<file path="src/rtl/hvtx_pkg.sv">
// Shared types and colour constants for the HDMI TX video-source stages.
// Pixel colours are carried as {r, g, b} with red in the most significant byte.
package hvtx_pkg;

  typedef struct packed {
    logic [7:0] r;
    logic [7:0] g;
    logic [7:0] b;
  } rgb_t;

  typedef enum logic {
    DIR_FWD = 1'b0,
    DIR_REV = 1'b1
  } dir_e;

  localparam rgb_t COLOR_BLACK   = 24'h000000;
  localparam rgb_t COLOR_MAGENTA = 24'hff00a8;

endpackage

</file>
<file path="src/rtl/hvtx_bounce_axis.sv">
// One axis of the bouncing sprite: a position that walks between 0 and LIMIT,
// clamping onto the wall and reversing direction when a step would overshoot.
module hvtx_bounce_axis
  import hvtx_pkg::*;
#(
  parameter int WIDTH = 11,
  parameter int LIMIT = 1270,
  parameter int STEP  = 10
) (
  input  logic             i_clk,
  input  logic             i_rst_n,
  input  logic             i_move,
  output logic [WIDTH-1:0] o_pos,
  output dir_e             o_dir
);

  if (LIMIT < 0 || LIMIT >= 2**WIDTH) begin : g_bad_limit
    $fatal(1, "hvtx_bounce_axis: LIMIT does not fit in WIDTH bits");
  end
  if (STEP < 1 || STEP > LIMIT) begin : g_bad_step
    $fatal(1, "hvtx_bounce_axis: STEP must be in 1..LIMIT");
  end

  localparam logic [WIDTH-1:0] LIMIT_W = WIDTH'(LIMIT);
  localparam logic [WIDTH-1:0] STEP_W  = WIDTH'(STEP);
  localparam logic [WIDTH:0]   LIMIT_E = (WIDTH+1)'(LIMIT);
  localparam logic [WIDTH:0]   STEP_E  = (WIDTH+1)'(STEP);

  logic [WIDTH-1:0] pos_q;
  logic [WIDTH-1:0] pos_d;
  dir_e             dir_q;
  dir_e             dir_d;
  logic [WIDTH:0]   fwd_sum;
  logic             hit_fwd;
  logic             hit_rev;

  // One extra bit keeps pos+STEP from wrapping near the top of the range.
  assign fwd_sum = {1'b0, pos_q} + STEP_E;
  assign hit_fwd = (fwd_sum >= LIMIT_E);
  assign hit_rev = ({1'b0, pos_q} <= STEP_E);

  always_comb begin
    pos_d = pos_q;
    dir_d = dir_q;
    if (dir_q == DIR_FWD) begin
      if (hit_fwd) begin
        pos_d = LIMIT_W;
        dir_d = DIR_REV;
      end else begin
        pos_d = fwd_sum[WIDTH-1:0];
      end
    end else begin
      if (hit_rev) begin
        pos_d = '0;
        dir_d = DIR_FWD;
      end else begin
        pos_d = pos_q - STEP_W;
      end
    end
  end

  always_ff @(posedge i_clk or negedge i_rst_n) begin
    if (!i_rst_n) begin
      pos_q <= '0;
      dir_q <= DIR_FWD;
    end else if (i_move) begin
      pos_q <= pos_d;
      dir_q <= dir_d;
    end
  end

  assign o_pos = pos_q;
  assign o_dir = dir_q;

endmodule

</file>
<file path="src/rtl/hvtx_box_anim.sv">
// Video source for the HDMI TX path: draws a solid square sprite over a flat
// background and bounces it diagonally, moving only between frames.
module hvtx_box_anim
  import hvtx_pkg::*;
#(
  parameter int   WIDTH           = 11,
  parameter int   ACTIVE_WIDTH    = 1280,
  parameter int   ACTIVE_HEIGHT   = 720,
  parameter int   BOX_SIZE        = 10,
  parameter int   STEP            = 10,
  parameter int   FRAMES_PER_MOVE = 1,
  parameter rgb_t FG_COLOR        = COLOR_MAGENTA,
  parameter rgb_t BG_COLOR        = COLOR_BLACK
) (
  input  logic             i_clk,
  input  logic             i_rst_n,
  input  logic [WIDTH-1:0] i_x,
  input  logic [WIDTH-1:0] i_y,
  input  logic             i_en,
  output logic [23:0]      o_video,
  output logic             o_frame_tick,
  output logic [WIDTH-1:0] o_box_x,
  output logic [WIDTH-1:0] o_box_y
);

  localparam int MAX_X = ACTIVE_WIDTH - BOX_SIZE;
  localparam int MAX_Y = ACTIVE_HEIGHT - BOX_SIZE;
  localparam int DIV_W = (FRAMES_PER_MOVE > 1) ? $clog2(FRAMES_PER_MOVE) : 1;

  if (BOX_SIZE > ACTIVE_WIDTH || BOX_SIZE > ACTIVE_HEIGHT) begin : g_bad_box
    $fatal(1, "hvtx_box_anim: BOX_SIZE larger than the active area");
  end
  if (STEP < 1 || STEP > MAX_X || STEP > MAX_Y) begin : g_bad_step
    $fatal(1, "hvtx_box_anim: STEP must be in 1..MAX of each axis");
  end
  if (FRAMES_PER_MOVE < 1) begin : g_bad_div
    $fatal(1, "hvtx_box_anim: FRAMES_PER_MOVE must be at least 1");
  end
  if (ACTIVE_WIDTH >= 2**WIDTH || ACTIVE_HEIGHT >= 2**WIDTH) begin : g_bad_width
    $fatal(1, "hvtx_box_anim: active area does not fit in WIDTH bits");
  end

  localparam logic [WIDTH-1:0] ACT_W   = WIDTH'(ACTIVE_WIDTH);
  localparam logic [WIDTH-1:0] ACT_H   = WIDTH'(ACTIVE_HEIGHT);
  localparam logic [WIDTH:0]   BOX_E   = (WIDTH+1)'(BOX_SIZE);
  localparam logic [DIV_W-1:0] DIV_TOP = DIV_W'(FRAMES_PER_MOVE - 1);

  logic [WIDTH-1:0] box_x;
  logic [WIDTH-1:0] box_y;
  dir_e             dir_x;
  dir_e             dir_y;
  logic             unused_dir;
  logic             tick_q;
  logic             at_frame_end;
  logic [DIV_W-1:0] div_q;
  logic             div_wrap;
  logic             move;
  logic [WIDTH:0]   x_e;
  logic [WIDTH:0]   y_e;
  logic [WIDTH:0]   bx_e;
  logic [WIDTH:0]   by_e;
  logic             in_box;
  logic             in_active;
  rgb_t             pixel_d;
  rgb_t             video_q;

  // The tick is raised on the first blanking pixel after the last active line,
  // so any move it triggers lands well before the next frame's active area.
  assign at_frame_end = (i_x == ACT_W) && (i_y == ACT_H);
  assign div_wrap     = (div_q == DIV_TOP);
  assign move         = tick_q && i_en && div_wrap;

  always_ff @(posedge i_clk or negedge i_rst_n) begin
    if (!i_rst_n) begin
      div_q <= '0;
    end else if (tick_q && i_en) begin
      div_q <= div_wrap ? '0 : div_q + 1'b1;
    end
  end

  hvtx_bounce_axis #(
    .WIDTH (WIDTH),
    .LIMIT (MAX_X),
    .STEP  (STEP)
  ) u_axis_x (
    .i_clk   (i_clk),
    .i_rst_n (i_rst_n),
    .i_move  (move),
    .o_pos   (box_x),
    .o_dir   (dir_x)
  );

  hvtx_bounce_axis #(
    .WIDTH (WIDTH),
    .LIMIT (MAX_Y),
    .STEP  (STEP)
  ) u_axis_y (
    .i_clk   (i_clk),
    .i_rst_n (i_rst_n),
    .i_move  (move),
    .o_pos   (box_y),
    .o_dir   (dir_y)
  );

  // Direction is internal bookkeeping of the axes; nothing downstream needs it.
  assign unused_dir = ^{dir_x, dir_y};

  assign x_e  = {1'b0, i_x};
  assign y_e  = {1'b0, i_y};
  assign bx_e = {1'b0, box_x};
  assign by_e = {1'b0, box_y};

  assign in_box = (x_e >= bx_e) && (x_e < bx_e + BOX_E) &&
                  (y_e >= by_e) && (y_e < by_e + BOX_E);
  assign in_active = (i_x < ACT_W) && (i_y < ACT_H);

  always_comb begin
    pixel_d = COLOR_BLACK;
    if (in_box) begin
      pixel_d = FG_COLOR;
    end else if (in_active) begin
      pixel_d = BG_COLOR;
    end
  end

  always_ff @(posedge i_clk or negedge i_rst_n) begin
    if (!i_rst_n) begin
      video_q <= COLOR_BLACK;
      tick_q  <= 1'b0;
    end else begin
      video_q <= pixel_d;
      tick_q  <= at_frame_end;
    end
  end

  assign o_video      = video_q;
  assign o_frame_tick = tick_q;
  assign o_box_x      = box_x;
  assign o_box_y      = box_y;

endmodule

</file>
<file path="config.mk">
export PLATFORM = sky130hd
export DESIGN_NAME = hvtx_box_anim
export DESIGN_NICKNAME = d
export VERILOG_FILES = /design/src/rtl/hvtx_pkg.sv /design/src/rtl/hvtx_bounce_axis.sv /design/src/rtl/hvtx_box_anim.sv
export SDC_FILE = /design/constraint.sdc
export NUM_CORES = 1
export LEC_CHECK = 0
export CAP_MARGIN = 20
export CORE_UTILIZATION = 45
export DETAILED_ROUTE_END_ITERATION = 6
export HOLD_SLACK_MARGIN = 0.02
export PLACE_DENSITY = 0.75
export SLEW_MARGIN = 0
export SYNTH_ARGS = -nofsm -noshare
export SYNTH_HDL_FRONTEND = slang
export SYNTH_SLANG_ARGS = --single-unit
</file>
<file path="constraint.sdc">
create_clock -name i_clk -period 7.8 [get_ports i_clk]
set_input_delay 1.56 -clock i_clk [delete_from_list [all_inputs] [get_ports i_clk]]
set_output_delay 1.56 -clock i_clk [all_outputs]
set_load 0.005 [all_outputs]
</file>
==> reports/results.tsv, run 1 <==
metric	value	unit
cts.sinks	24	
yosys.area_share.simple	0.216	
drv_cap	0	
timing.rr.end	o_video[22]$_DFF_PN0_	
cts.path.max_buffers	2	
drive_above_1_share	0.0388	
holdPathEnd	u_axis_y.o_pos[9]$_DFFE_PN0P_	
finalSetupTns	0	ns
cp_cell_sequence	ha_1, nor2_2, nor2_1, nand2_1, xnor2_1, ha_1, a21o_1, a21oi_1, o22ai_1, a211o_1, a2111oi_1	
critPathSlowestCell	dfrtp_1	
hold_viol_final	0	
post-route-drc-count	0	
whs	0.703	ns
synthTopCellsByCount	ha_1 (43), inv_1 (30), o21ai_0 (29), a21oi_1 (27), nor2_1 (27)	
placement.io_buffers	56	
postSynthAreaPerCell	7.83	um2
drt_iter0_drc	271	
synth_top_family_by_area	compound AO/OA/AOI/OAI gates	
cts_tree	yes	
synth-edff-count	0	
stdcell_count	563	
clk_pin_slew_worst_paths	0.10	ns
clock_skew	0.00367	ns
synth.area.mux_share	0.00912	
status	complete, no violations	
cp_common_cell	ha_1	
synth_largest_area_cell	dfrtp_1	
r2r_start	u_axis_y.o_pos[1]$_DFFE_PN0P_	
cts_hold_buf	0	
ir_drop	0.0799	mV
powerDensity	72.6	nW/um2
n_antenna_cell	0	
total_power	287	uW
synth_most_common_cell	ha_1	
final_nets	533	
cp_max_fo	11	
end_kind	flop	
r2r_setup_slack	4.35	ns
tightest_slew	0.908	ns
r2r.worst_path.cells	11	
required	7.96	ns
hpwl	7.34	mm
grt_pass1_wl	15.2	mm
grt_max_degree	27	
synth.top_cell.area_share	0.175	
die-area	7980	um2
first_pass_iters	5	
cts_setup_buffers	0	
setup_violations	0	
io_pins	72	
min_from	u_axis_y.o_pos[9]$_DFFE_PN0P_	
cts_root_buffer	clkbuf_8	
antenna_left	0	
finalMaxSlewViolations	0	
core	7290	um2
period_minus_slack	3.45	ns
rsz0062_at_grt	no	
die_x	89.3	um
avgViaCountPerCell	6.24	
dp.cells	559	
timing.slew.headroom	0.395	
cts_buffers	3	
netlist_area	3430	um2
cts_max_level	1	
path_class	reg -> reg	
fp-row-count	31	
vias	3515	
start_util	0.470	
cts_resized	0	
synth_xor_area_frac	0.0434	
synthTopCellsByArea	dfrtp_1 (18%), ha_1 (16%), buf_4 (5.7%)	
seq_area_frac_synth	0.175	
grt_usage	0.244	
die_y	89.3	um
synth_fa_ha_area_frac	0.160	
fmax	0.290	GHz
ys_seq_elements	24	
netlist-cell-type-count	71	
drt-wirelength-per-cell	17.3	um
holdCritPathClass	reg -> reg	
synth-compound-area-share	0.278	
syn2layout_area_growth	15.2	%
critPathMaxStageDelay	0.61	ns
leakage	0.00154	uW
routed_wl	9.73	mm
clock_latency	0.28	ns
start_kind	flop	
overflow	0	
fin_crit_sh	0.442	
worstPathArrival	3.61	ns
grt_antenna_before_repair	0	
synth-main-ff-cell	dfrtp_1	
grt_pass1_vias	3035	
syn_inst	438	
ys_warn_count	0	
synth-async-reset-ratio	1.00	
place_congestion	0.905	
whs_path_depth	2	
[per-layer routing]
| layer | wire length, um | vias up | global-route usage |
|---|---|---|---|
| met5 | 0 | - | 0 |
| met4 | 85 | 0 | 0.0418 |
| met3 | 844 | 11 | 0.0129 |
| met2 | 4250 | 206 | 0.376 |
| met1 | 4550 | 1652 | 0.377 |
| li1 | - | 1646 | - |
[worst max path at each step]
| stage | start | endpoint | depth (start not counted) |
|---|---|---|---|
| 3_3_place_gp | i_en | u_axis_y.o_pos[3]$_DFFE_PN0P_ | 5 |
| 2_1_floorplan | i_y[1] | o_video[22]$_DFF_PN0_ | 7 |
| 3_5_place_dp | i_y[1] | o_video[22]$_DFF_PN0_ | 8 |
| 5_1_grt | u_axis_y.o_pos[1]$_DFFE_PN0P_ | o_video[22]$_DFF_PN0_ | 11 |
| 4_1_cts | i_y[1] | o_video[22]$_DFF_PN0_ | 8 |
| 6_report | u_axis_y.o_pos[1]$_DFFE_PN0P_ | o_video[22]$_DFF_PN0_ | 11 |
[power breakdown]
part / internal (uW) / leakage (uW) / switching (uW)
registers: 124 / 0.000314 / 0.362
clock network: 68.7 / 0.0000357 / 45.2
logic: 25.7 / 0.00119 / 22.5
[cell type report]
cell class,count,area (um2)
well taps,99,124
repair buffers,57,568
inverters,30,113
flip-flops and latches,24,601
fillers,721,3340
multi-input cells,349,2480
clock buffers,3,41.3
clock inverters,1,30.0
[cells by family after synthesis]
logic type / Yosys count
AOI/OAI and AO/OA: 140
and+or+nand+nor: 130
buffers and inverters: 79
adders and majority gates: 44
DFF: 24
xor gates and xnor gates: 17
muxes: 3
other: 1
[critical path, delay by kind of cell (launching register included)]
family / cells / cell delay (ns)
compound gates: 5 / 1.09
simple gates: 3 / 0.42
xor+xnor: 1 / 0.47
fa+ha+maj: 2 / 0.75
flops: 1 / 0.61
[sequential cells by signal, summed over array words and instances, names as in the netlist]
register	flops
u_axis_x.o_pos	10
u_axis_y.o_dir	1
o_frame_tick	1
u_axis_y.o_pos	10
o_video	1
u_axis_x.o_dir	1
[per-stage QoR]
stage | worst slack [ns] | instance area (um2) | utilization
finish | 4.35 | 3950 | 0.542
global route | 4.21 | 3950 | 0.542
CTS | 4.40 | 3950 | 0.542
detailed placement | 4.12 | 3880 | 0.532
global placement | 4.21 | 3880 | 0.532
floorplan | 4.79 | 3480 | -
[cells in the final DEF, fill, tap and decap left out, types with 6 or more instances in the layout]
cell type        instances
a211oi_1                12
a21o_1                   6
a21oi_1                 27
a31oi_1                 11
clkdlybuf4s50_1         56
conb_1                  15
dfrtp_1                 24
ha_1                    43
inv_1                   30
nand2_1                 20
nand2b_1                 6
nand3_1                 10
nor2_1                  27
nor2b_1                  6
nor3_1                  17
nor4_1                   8
o21ai_0                 29
xnor2_1                 15
(Power assumes the default switching activity.)
==> inputs of run 2 (changes only) <==
clock period = 3.4 ns   (was 7.8 ns; I/O delays follow)
==> run 2 against run 1 <==
Compared with the run above:
- core utilization increased by 0.81 points
- flip-flop and latch count unchanged
- hold slack got worse by 0.032 ns
- highest routed layer unchanged
==> reports/results.tsv, run 2 (synthesis gave the netlist of run 1 again) <==
metric	value	unit
status	complete, no violations	
drt_iter0_drc	430	
placed_cell_area	3950	um2
period_minus_slack	3.01	ns
die_y	89.3	um
cp_cell_sequence	ha_1, nor2_2, nor2_1, nand2_1, xnor2_2, ha_1, a21o_1, a21oi_1, o22ai_1, a211o_1, a2111oi_1	
drive_above_1_share	0.0592	
holdCritPathClass	reg -> reg	
final_common_cell	clkdlybuf4s50_1	
worstPathArrival	3.16	ns
die_x	89.3	um
cts_hold_buf	0	
antenna_left	0	
syn2layout_area_growth	16.9	%
leakage	0.00158	uW
final_util	0.550	
cp_max_fo	11	
cts.sinks	24	
drt-wirelength-per-cell	16.6	um
clock_latency	0.27	ns
critPathBufInv	0	
fin_ws	0.394	ns
mostFrequentLayoutCells	clkdlybuf4s50_1 (56), ha_1 (43), inv_1 (30)	
critPathSlowestCell	dfrtp_1	
finalMaxSlewViolations	0	
powerDensity	149	nW/um2
core	7290	um2
hold_viol_final	0	
die-area	7980	um2
final_nets	542	
cts_tree	yes	
grt_pass1_vias	3137	
whs	0.671	ns
cp_common_cell	ha_1	
hpwl	7.49	mm
post-route-cell-area	4010	um2
ir_drop	0.174	mV
grt_pass1_wl	15.2	mm
routed_wl	9.50	mm
start_kind	flop	
cts.path.max_buffers	2	
cts_root_buffer	clkbuf_8	
n_antenna_cell	0	
finalSetupTns	0	ns
path_class	reg -> reg	
placement.io_buffers	56	
drv_cap	0	
grt_max_degree	26	
tightest_slew	0.643	ns
post-route-drc-count	0	
fmax	0.333	GHz
critPathTopFamily	compound AO/OA/AOI/OAI gates	
start_util	0.470	
cts_max_level	1	
first_pass_iters	5	
rsz0062_at_grt	no	
fin_crit_sh	0.884	
cts_buffers	3	
vias	3482	
critPathMaxStageDelay	0.55	ns
fp-row-count	31	
io_pins	72	
clock_skew	0.00662	ns
end_kind	flop	
setup_violations	0	
dp_slack	0.291	ns
avgViaCountPerCell	6.09	
clk_pin_slew_worst_paths	0.09	ns
grt_antenna_before_repair	0	
grt_usage	0.243	
overflow	0	
timing.slew.headroom	0.568	
place_congestion	0.918	
cts_resized	0	
cts_setup_buffers	0	
required	3.55	ns
-- run 2: final timing paths --
path	from	slack (ns)	to	cells after the start
max in group asynchronous	i_rst_n	2.37	u_axis_y.o_pos[10]$_DFFE_PN0P_	2
min in group asynchronous	i_rst_n	0.77	u_axis_x.o_pos[3]$_DFFE_PN0P_	2
worst min-delay path	u_axis_x.o_pos[1]$_DFFE_PN0P_	0.67	u_axis_x.o_pos[1]$_DFFE_PN0P_	2
worst min register to register	u_axis_x.o_pos[1]$_DFFE_PN0P_	0.67	u_axis_x.o_pos[1]$_DFFE_PN0P_	2
worst max register to register	u_axis_y.o_pos[1]$_DFFE_PN0P_	0.39	o_video[22]$_DFF_PN0_	11
worst max-delay path	u_axis_y.o_pos[1]$_DFFE_PN0P_	0.39	o_video[22]$_DFF_PN0_	11
-- run 2: area by class of cell --
| type | instances | area, um2 |
|---|---|---|
| fill | 689 | 3280 |
| multi-input combinational | 349 | 2480 |
| sequential | 24 | 601 |
| clock buffer | 4 | 55.1 |
| timing repair buffer | 66 | 636 |
| inverter | 30 | 113 |
| tap | 99 | 124 |
-- run 2: report_power, final --
part	leakage (uW)	internal [uW]	switching, uW
Sequential	0.000314	285	0.847
Combinational	0.00124	58.8	50.4
Clock	0.0000288	103	98.3
Total	0.00158	448	150
-- run 2: metal layers --
metal | up-vias | track usage | routed length (um) | share of wire
met3 | 17 | 0.0323 | 852 | 0.090
met5 | - | 0 | 0 | 0
li1 | 1674 | - | - | -
met1 | 1608 | 0.351 | 4400 | 0.46
met2 | 183 | 0.380 | 4070 | 0.43
met4 | 0 | 0.0664 | 179 | 0.019
-- run 2: worst register-to-register path, delay by kind of cell, from the launching register on --
family / cells / cell delay, ns
AO/OA/AOI/OAI: 5 / 1.01
XOR/XNOR: 1 / 0.27
adder cells (fa/ha/maj): 2 / 0.65
flip-flops: 1 / 0.55
AND/OR/NAND/NOR: 3 / 0.41
-- run 2: stage by stage --
stage                     instances  total power, uW
after CTS                       572              598
after floorplan                 452              356
final                           572              597
after global placement          568              399
after detailed placement        568              402
after global routing            572              628
==> inputs of run 3 (changes only) <==
CORE_MARGIN = 4   (was default)
==> run 3 against run 2 <==
Compared with the run above:
- cell area shrank 0.37%
- cell count fell by 0.17%
- global-route usage fell by 2.6 points
- routed wire length up 2.8%
- die area rose by 14%
- sequential power about the same
- non-clock buffer count decreased by 1
- flip-flop and latch count unchanged
- first-iteration DRC count down 8.4%
- power grew 1.6%
- largest cell class unchanged
==> reports/results.tsv, run 3 (synthesis gave the netlist of run 1 again) <==
metric	value	unit
clock_skew	0.00856	ns
first_pass_iters	5	
syn2layout_area_growth	16.5	%
r2r.worst_path.cells	11	
cts_setup_buffers	0	
cp_cell_sequence	ha_1, nor2_2, nor2_1, nand2_1, xnor2_1, ha_1, a21o_1, a21oi_1, o22ai_1, a211o_1, a2111oi_1	
timing.slew.headroom	0.536	
drv_cap	0	
grt_pass1_wl	15.9	mm
n_antenna_cell	0	
start_util	0.468	
final_util	0.545	
status	complete, no violations	
cts_tree	yes	
drt_iter0_drc	394	
hpwl	7.62	mm
vias	3472	
mostFrequentLayoutCells	clkdlybuf4s50_1 (56), ha_1 (43), inv_1 (30)	
hold_viol_final	0	
place_congestion	0.943	
cts_max_level	1	
start_kind	flop	
post-route-cell-area	4000	um2
worstPathArrival	3.16	ns
placed_cell_area	3940	um2
fin_crit_sh	0.878	
grt_pass1_vias	3129	
antenna_left	0	
whs_path_depth	2	
cts_buffers	3	
r2r_setup_slack	0.41	ns
critPathBufInv	0	
placement.io_buffers	56	
path_class	reg -> reg	
cp.depth	11	
tightest_slew	0.691	ns
leakage	0.00157	uW
grt_max_degree	26	
finalSetupTns	0	ns
holdCritPathClass	reg -> reg	
cts_root_buffer	clkbuf_8	
final_nets	541	
cts.path.max_buffers	2	
critPathTopFamily	compound AO/OA/AOI/OAI gates	
ir_drop	0.110	mV
routed_wl	9.77	mm
total_power	607	uW
critPathSlowestCell	dfrtp_1	
avgViaCountPerCell	6.08	
grt_antenna_before_repair	0	
drive_above_1_share	0.0551	
cts_resized	0	
cts.sinks	24	
cts_hold_buf	0	
fp-row-count	31	
post-route-drc-count	0	
die_x	95.3	um
clk_pin_slew_worst_paths	0.10	ns
fmax	0.335	GHz
clock_latency	0.28	ns
finalMaxSlewViolations	0	
powerDensity	152	nW/um2
final_common_cell	clkdlybuf4s50_1	
fillers	664	
overflow	0	
required	3.57	ns
period_minus_slack	2.99	ns
rsz0062_at_grt	no	
cp_common_cell	ha_1	
die_y	95.3	um
io_pins	72	
die-area	9080	um2
cp_max_fo	11	
drt-wirelength-per-cell	17.1	um
setup_violations	0	
grt_usage	0.218	
core	7330	um2
end_kind	flop	
critPathMaxStageDelay	0.56	ns
[run 3: changes by cell type in the layout (fill, tap and decap cells not counted)]
cell	previous run	this run
buf_4	10	9
xnor2_1	14	15
xnor2_2	1	0
[run 3: metal layers]
| metal | global-route usage | part of all wire | up-vias | routed length [um] |
|---|---|---|---|---|
| met1 | 0.330 | 0.48 | 1647 | 4720 |
| met4 | 0.0445 | 0.011 | 0 | 104 |
| met2 | 0.331 | 0.43 | 144 | 4240 |
| met3 | 0.0229 | 0.072 | 12 | 702 |
| met5 | 0 | 0 | - | 0 |
| li1 | - | - | 1669 | - |
[run 3: layout make-up]
class,count,area [um2],share of cell area
flip-flops and latches,24,601,0.150
multi-input cells,349,2480,0.620
well taps,99,124,0.0310
repair buffers,65,628,0.157
clock buffers,4,55.1,0.0138
inverters,30,113,0.0282
[run 3: path summary, 6_finish.rpt]
path,from,endpoint
setup reg to reg,u_axis_y.o_pos[1]$_DFFE_PN0P_,o_video[22]$_DFF_PN0_
max in group asynchronous,i_rst_n,u_axis_y.o_pos[4]$_DFFE_PN0P_
min in group asynchronous,i_rst_n,u_axis_x.o_pos[7]$_DFFE_PN0P_
hold reg to reg,u_axis_x.o_pos[1]$_DFFE_PN0P_,u_axis_x.o_pos[1]$_DFFE_PN0P_
hold / removal,u_axis_x.o_pos[1]$_DFFE_PN0P_,u_axis_x.o_pos[1]$_DFFE_PN0P_
setup / recovery,u_axis_y.o_pos[1]$_DFFE_PN0P_,o_video[22]$_DFF_PN0_
[run 3: worst reg2reg max path: cells and delay by family, from the launching register on]
family,cells,cell delay [ns]
AO/OA/AOI/OAI,5,1.06
XOR/XNOR,1,0.25
adder cells (fa/ha/maj),2,0.63
flip-flops,1,0.56
AND/OR/NAND/NOR,3,0.40
[run 3: through the flow]
step           setup slack (ns)  hold slack, ns  std cells
6_report                  0.413           0.687        571
3_5_place_dp              0.451           0.662        567
4_1_cts                   0.438           0.684        571
5_1_grt                   0.162           0.742        571
3_3_place_gp              0.585           0.653        567
2_1_floorplan             0.661           0.384        452
[run 3: power breakdown]
group | internal [uW] | switching (uW) | leakage (uW)
sequential | 286 | 0.839 | 0.000314
clock | 104 | 107 | 0.0000288
combinational | 58.7 | 50.5 | 0.00123
